$ cat src/rtl/alu_issue_ctrl_if.sv
// Handshake and datapath bundle between the issue controller, its
// instruction/load sources, the downstream result consumer and the ALU.
interface alu_issue_ctrl_if #(
  parameter int DW   = 16,
  parameter int NREG = 8
);
  localparam int AW = $clog2(NREG);

  // Instruction channel
  logic          in_valid;
  logic          in_ready;
  logic [3:0]    in_op;
  logic [AW-1:0] in_rd;
  logic [AW-1:0] in_rs1;
  logic [AW-1:0] in_rs2;

  // Direct register-load channel
  logic          ld_valid;
  logic          ld_ready;
  logic [AW-1:0] ld_addr;
  logic [DW-1:0] ld_data;

  // ALU operand/result bus
  logic [DW-1:0] alu_a;
  logic [DW-1:0] alu_b;
  logic [3:0]    alu_sel;
  logic [DW-1:0] alu_out;
  logic          alu_zero;

  // Result channel and status
  logic          out_valid;
  logic          out_ready;
  logic [DW-1:0] out_data;
  logic [AW-1:0] out_rd;
  logic          z_flag;
  logic [15:0]   op_count;

  // Controller side
  modport slave (
    input  in_valid, in_op, in_rd, in_rs1, in_rs2,
    output in_ready,
    input  ld_valid, ld_addr, ld_data,
    output ld_ready,
    output alu_a, alu_b, alu_sel,
    input  alu_out, alu_zero,
    output out_valid, out_data, out_rd, z_flag, op_count,
    input  out_ready
  );

  // Environment side
  modport master (
    output in_valid, in_op, in_rd, in_rs1, in_rs2,
    input  in_ready,
    output ld_valid, ld_addr, ld_data,
    input  ld_ready,
    input  alu_a, alu_b, alu_sel,
    output alu_out, alu_zero,
    input  out_valid, out_data, out_rd, z_flag, op_count,
    output out_ready
  );
endinterface

$ cat src/rtl/alu_issue_ctrl.sv
// Operand-issue and writeback controller for a combinational ALU.
// Holds an NREG x DW register file (r0 hard-wired to zero), issues one
// instruction at a time through IDLE -> READ -> EXEC -> WB, and retires
// the result back into the register file once downstream accepts it.
module alu_issue_ctrl #(
  parameter int DW   = 16,
  parameter int NREG = 8
) (
  input logic           clk,
  input logic           rst_n,
  alu_issue_ctrl_if.slave bus
);
  localparam int AW = $clog2(NREG);

  typedef enum logic [1:0] {IDLE, READ, EXEC, WB} state_t;

  state_t        state;
  logic [DW-1:0] regs [NREG];
  logic [3:0]    op_q;
  logic [AW-1:0] rd_q;
  logic [AW-1:0] rs1_q;
  logic [AW-1:0] rs2_q;
  logic [DW-1:0] alu_a_q;
  logic [DW-1:0] alu_b_q;
  logic [3:0]    alu_sel_q;
  logic [DW-1:0] out_data_q;
  logic          out_valid_q;
  logic          zero_pend;
  logic          z_q;
  logic [15:0]   count_q;

  // Handshake readiness follows the state; a load wins over an instruction.
  assign bus.ld_ready  = (state == IDLE);
  assign bus.in_ready  = (state == IDLE) && !bus.ld_valid;

  assign bus.alu_a     = alu_a_q;
  assign bus.alu_b     = alu_b_q;
  assign bus.alu_sel   = alu_sel_q;
  assign bus.out_valid = out_valid_q;
  assign bus.out_data  = out_data_q;
  assign bus.out_rd    = rd_q;
  assign bus.z_flag    = z_q;
  assign bus.op_count  = count_q;

  // Issue FSM, register file and all registered outputs.
  // NOTE: every register here is updated with <= so all reads in a cycle
  // see pre-edge values (e.g. READ samples sources before WB could write).
  always_ff @(posedge clk) begin
    if (!rst_n) begin
      state       <= IDLE;
      op_q        <= '0;
      rd_q        <= '0;
      rs1_q       <= '0;
      rs2_q       <= '0;
      alu_a_q     <= '0;
      alu_b_q     <= '0;
      alu_sel_q   <= '0;
      out_data_q  <= '0;
      out_valid_q <= 1'b0;
      zero_pend   <= 1'b0;
      z_q         <= 1'b0;
      count_q     <= '0;
      // NOTE: the register file is architecturally cleared by reset, so it
      // is reset here as flops rather than left as an uninitialised RAM.
      for (int i = 0; i < NREG; i++) begin
        regs[i] <= '0;
      end
    end else begin
      unique case (state)
        IDLE: begin
          if (bus.ld_valid) begin
            if (bus.ld_addr != '0) regs[bus.ld_addr] <= bus.ld_data;
          end else if (bus.in_valid) begin
            op_q  <= bus.in_op;
            rd_q  <= bus.in_rd;
            rs1_q <= bus.in_rs1;
            rs2_q <= bus.in_rs2;
            state <= READ;
          end
        end
        READ: begin
          // r0 is never written, so it always reads back as zero.
          alu_a_q   <= regs[rs1_q];
          alu_b_q   <= regs[rs2_q];
          alu_sel_q <= op_q;
          state     <= EXEC;
        end
        EXEC: begin
          out_data_q  <= bus.alu_out;
          zero_pend   <= bus.alu_zero;
          out_valid_q <= 1'b1;
          state       <= WB;
        end
        WB: begin
          if (bus.out_ready) begin
            if (rd_q != '0) regs[rd_q] <= out_data_q;
            z_q         <= zero_pend;
            count_q     <= count_q + 16'd1;
            out_valid_q <= 1'b0;
            state       <= IDLE;
          end
        end
        default: state <= IDLE;
      endcase
    end
  end
endmodule
$ cat src/flat_wrapper.sv
// flat-port wrapper written by rule: the top's interface ports become plain ports
module alu_issue_ctrl_flat 
#(
  parameter int DW   = 16,
  parameter int NREG = 8
)
  (clk, rst_n, bus_in_valid, bus_in_op, bus_in_rd, bus_in_rs1, bus_in_rs2, bus_in_ready, bus_ld_valid, bus_ld_addr, bus_ld_data, bus_ld_ready, bus_alu_a, bus_alu_b, bus_alu_sel, bus_alu_out, bus_alu_zero, bus_out_valid, bus_out_data, bus_out_rd, bus_z_flag, bus_op_count, bus_out_ready);
  alu_issue_ctrl_if #(.DW(DW), .NREG(NREG)) bus_i ();
  input logic clk;
  input logic rst_n;
  input wire logic [$bits(bus_i.in_valid)-1:0] bus_in_valid;
  input wire logic [$bits(bus_i.in_op)-1:0] bus_in_op;
  input wire logic [$bits(bus_i.in_rd)-1:0] bus_in_rd;
  input wire logic [$bits(bus_i.in_rs1)-1:0] bus_in_rs1;
  input wire logic [$bits(bus_i.in_rs2)-1:0] bus_in_rs2;
  output wire logic [$bits(bus_i.in_ready)-1:0] bus_in_ready;
  input wire logic [$bits(bus_i.ld_valid)-1:0] bus_ld_valid;
  input wire logic [$bits(bus_i.ld_addr)-1:0] bus_ld_addr;
  input wire logic [$bits(bus_i.ld_data)-1:0] bus_ld_data;
  output wire logic [$bits(bus_i.ld_ready)-1:0] bus_ld_ready;
  output wire logic [$bits(bus_i.alu_a)-1:0] bus_alu_a;
  output wire logic [$bits(bus_i.alu_b)-1:0] bus_alu_b;
  output wire logic [$bits(bus_i.alu_sel)-1:0] bus_alu_sel;
  input wire logic [$bits(bus_i.alu_out)-1:0] bus_alu_out;
  input wire logic [$bits(bus_i.alu_zero)-1:0] bus_alu_zero;
  output wire logic [$bits(bus_i.out_valid)-1:0] bus_out_valid;
  output wire logic [$bits(bus_i.out_data)-1:0] bus_out_data;
  output wire logic [$bits(bus_i.out_rd)-1:0] bus_out_rd;
  output wire logic [$bits(bus_i.z_flag)-1:0] bus_z_flag;
  output wire logic [$bits(bus_i.op_count)-1:0] bus_op_count;
  input wire logic [$bits(bus_i.out_ready)-1:0] bus_out_ready;
  assign bus_i.in_valid = bus_in_valid;
  assign bus_i.in_op = bus_in_op;
  assign bus_i.in_rd = bus_in_rd;
  assign bus_i.in_rs1 = bus_in_rs1;
  assign bus_i.in_rs2 = bus_in_rs2;
  assign bus_in_ready = bus_i.in_ready;
  assign bus_i.ld_valid = bus_ld_valid;
  assign bus_i.ld_addr = bus_ld_addr;
  assign bus_i.ld_data = bus_ld_data;
  assign bus_ld_ready = bus_i.ld_ready;
  assign bus_alu_a = bus_i.alu_a;
  assign bus_alu_b = bus_i.alu_b;
  assign bus_alu_sel = bus_i.alu_sel;
  assign bus_i.alu_out = bus_alu_out;
  assign bus_i.alu_zero = bus_alu_zero;
  assign bus_out_valid = bus_i.out_valid;
  assign bus_out_data = bus_i.out_data;
  assign bus_out_rd = bus_i.out_rd;
  assign bus_z_flag = bus_i.z_flag;
  assign bus_op_count = bus_i.op_count;
  assign bus_i.out_ready = bus_out_ready;
  alu_issue_ctrl #(.DW(DW), .NREG(NREG)) u_core (.clk(clk), .rst_n(rst_n), .bus(bus_i));
endmodule
$ cat config.mk
export PLATFORM = sky130hd
export DESIGN_NAME = alu_issue_ctrl_flat
export DESIGN_NICKNAME = d
export VERILOG_FILES = /design/src/rtl/alu_issue_ctrl_if.sv /design/src/rtl/alu_issue_ctrl.sv /design/src/flat_wrapper.sv
export SDC_FILE = /design/constraint.sdc
export NUM_CORES = 1
export LEC_CHECK = 0
export BUFFER_PORTS_ARGS = -buffer_cell sky130_fd_sc_hd__buf_2
export CAP_MARGIN = 20
export CORE_MARGIN = 2
export CORE_UTILIZATION = 40
export CTS_BUF_LIST = sky130_fd_sc_hd__clkbuf_8
export DETAILED_ROUTE_END_ITERATION = 6
export HOLD_SLACK_MARGIN = 0.05
export SLEW_MARGIN = 25
export SYNTH_ARGS = -nofsm -noshare
export SYNTH_HDL_FRONTEND = slang
export SYNTH_SLANG_ARGS = --single-unit
$ cat constraint.sdc
create_clock -name clk -period 4.75 [get_ports clk]
set_input_delay 1.1875 -clock clk [delete_from_list [all_inputs] [get_ports clk]]
set_output_delay 1.1875 -clock clk [all_outputs]
set_load 0.03 [all_outputs]
==> results.yml <==
global_routing:
  antenna_found_initial: 0
  grt_pass1_wl_mm: 35.7
  grt_max_degree: 48
  use_met3_pct: 3.63
  grt_pass1_vias: 6358
  met1_usage_pct: 26.9
  use_met2_pct: 26.1
  track_usage_pct: 17.9
  grt-busiest-layer: "met1"
  grt_overflow: 0
yosys:
  synth_cells: 769
  ys_seq_area_share_pct: 58.1
  synth_edf_count: 128
  syn-cell-area_um2: 9580
  synth_warnings: 0
  ys_seq_elements: 214
  async_flop_share_pct: 0
  syn_area_per_cell_um2: 12.5
  yosys_most_used_dff: "edfxtp_1"
  yosysUniqueCellTypes: 44
route:
  drtAntennaViolNets: 0
  drt_wl_total_mm: 22.7
  routedWlPerCell_um: 18.1
  drc: 0
  drtIter0Drc: 546
  firstDrtPassIters: 5
  routed-via-count: 6489
  viasPerCell: 5.17
sta:
  slew_violations: 0
  min_period_ns: 3.12
  setup_viol: 0
  rsz0062_at_grt: "no"
  post-route-period-util_pct: 65.7
  timing.hold.ws_ns: 0.451
  setup-tns-final_ns: 0
  fmaxAchievable_mhz: 321
  worst_pin_slew_ns: 0.855
  finClkSkew_ns: 0.0204
  hold_viol: 0
  maxSlewHeadroom_pct: 41.4
place:
  globalplace.congestion: 0.764
  dpl.hpwl_mm: 15.7
  io_buffers: 128
cells_and_area:
  multiInputGateArea_um2: 3810
  mostFrequentLayoutCell: "nor2_1"
  antenna_cells: 0
  fill_cells: 2122
  regArea_um2: 5570
  layout_common_cells: "181 x nor2_1, 128 x buf_2, 128 x edfxtp_1, 82 x dfxtp_1, 64 x mux4_2"
  drive_above_1_share_pct: 28.0
  nets: 968
  syn2layout_area_growth_pct: 17.1
floorplan:
  die_area_um2: 25200
  start_util_pct: 40.8
  rows: 56
  ios: 129
  fp.dieW_um: 159
  core_um2: 23500
  chipHeight_um: 159
power:
  vdd_drop_max_uv: 225
  leakage_nw: 4.25
  power_density_nw_per_um2: 476
clock_tree:
  clock_path_buffers: 3
  clk_latency_ns: 0.54
  cts_buffers: 38
  path_clk_slew_ns: 0.06
  hold_buffers: 0
  ctsResizeCount: 0
  htree_levels: 2
  postCtsSetupBuffers: 0
  tritoncts: "done"
  clock_sinks: 214
  root_buffer: "clkbuf_8"
setup_path:
  cp_num_buf_inv: 2
  required_ns: 4.87
  cp_slowest_cell: "nor3_4"
  cp.depth: 6
  critPathTopFamily: "simple AND/OR/NAND/NOR gates"
  startpoint_type: "input port"
  slowest_delay_ns: 0.55
  ff2ff_path_depth: 6
  criticalPathCategory: "input port to flip-flop"
  crit_chain: "buf_2 > buf_4 > and3_1 > nor3_1 > nor3_4 > nand2_1"
  worst_ep_arrival_time_ns: 3.24
  crit_fanout: 47
  cp-end-kind: "flip-flop"
run:
  drv_cap: 0
min_path:
  worstHoldPathCells: 2
  holdCritPathClass: "flip-flop to flip-flop"
status:
  status: "finished, final reports clean"
-- Yosys cell counts (6+ instances only) --
| cell type | count | area, µm² |
|---|---|---|
| nor2_1 | 181 | 679 |
| edfxtp_1 | 128 | 3840 |
| dfxtp_1 | 86 | 1720 |
| mux4_2 | 64 | 1440 |
| nand2_1 | 49 | 184 |
| mux2i_1 | 40 | 400 |
| o21ai_0 | 35 | 175 |
| o22ai_1 | 32 | 200 |
| clkbuf_1 | 30 | 113 |
| a21oi_1 | 19 | 95.1 |
| buf_2 | 19 | 95.1 |
| nand3_1 | 10 | 50.1 |
| xor2_1 | 9 | 78.8 |
| nand2b_1 | 7 | 43.8 |
| ha_1 | 6 | 75.1 |
-- sequential cells by signal, indices dropped and copies added, names as in the netlist --
register,flops
u_core.state,2
u_core.op_q,4
u_core.bus.op_count,16
u_core.bus.alu_a,16
u_core.bus.z_flag,1
u_core.zero_pend,1
u_core.bus.out_data,16
u_core.regs,128
u_core.bus.alu_sel,4
u_core.rs1_q,3
u_core.rs2_q,3
u_core.bus.out_valid,1
u_core.bus.alu_b,16
u_core.bus.out_rd,3
-- routing by layer --
layer  share of wire (%)  vias to the layer above
met5                   0                        -
met4                 1.7                        0
met3                 6.6                       30
met2                  43                      229
met1                  49                     3126
li1                    -                     3104
-- power breakdown --
group	switching, mW	internal [mW]
sequential	0.171	2.22
combinational	0.869	0.473
clock	0.761	0.838
-- layout make-up --
type                            instances  area share, %
Timing Repair Buffer                  138           6.38
Tap cell                              319           3.56
Inverter                                4          0.134
Multi-Input combinational cell        512           34.0
Clock inverter                         29           1.37
Sequential cell                       214           49.7
Clock buffer                           40           4.91
-- path summary, 6_finish.rpt --
check / from / end / slack (ns)
max: rst_n / u_core.regs[5][13] / 1.63
min: u_core.bus.z_flag / u_core.bus.z_flag / 0.45
max reg2reg: u_core.state[1] / u_core.regs[7][12] / 1.74
min reg2reg: u_core.bus.z_flag / u_core.bus.z_flag / 0.45
-- metrics by stage --
step	power [mW]	std cells	util (%)	worst slack (ns)	area, µm²
4_1_cts	5.38	1256	47.8	1.60	11200
5_1_grt	5.61	1256	47.8	1.36	11200
2_1_floorplan	3.38	784	-	1.83	9640
3_5_place_dp	3.78	1187	44.8	1.04	10500
3_3_place_gp	3.76	1187	44.8	1.04	10500
6_report	5.33	1256	47.8	1.63	11200
-- cells by family (layout without fill, tap and decap cells) --
group / Yosys count / count (layout) / share of synthesized area, %
buf+inv: 58 / 211 / 2.72
compound gates: 94 / 94 / 5.63
flops: 214 / 214 / 58.1
xor+xnor: 10 / 10 / 0.914
fa+ha+maj: 6 / 6 / 0.784
mux: 104 / 104 / 19.2
other cells: 1 / 16 / 0.0391
simple gates: 282 / 282 / 12.6
-- worst reg2reg max path: stages (launching register included) --
cell and delay [ns]:
dfxtp_1 0.38, ha_1 0.41, nand3_2 0.22, a21oi_4 0.15, buf_4 0.29, o32a_1 0.60
nand2_1 0.56
Note: power is estimated with default switching activity, not from simulation.
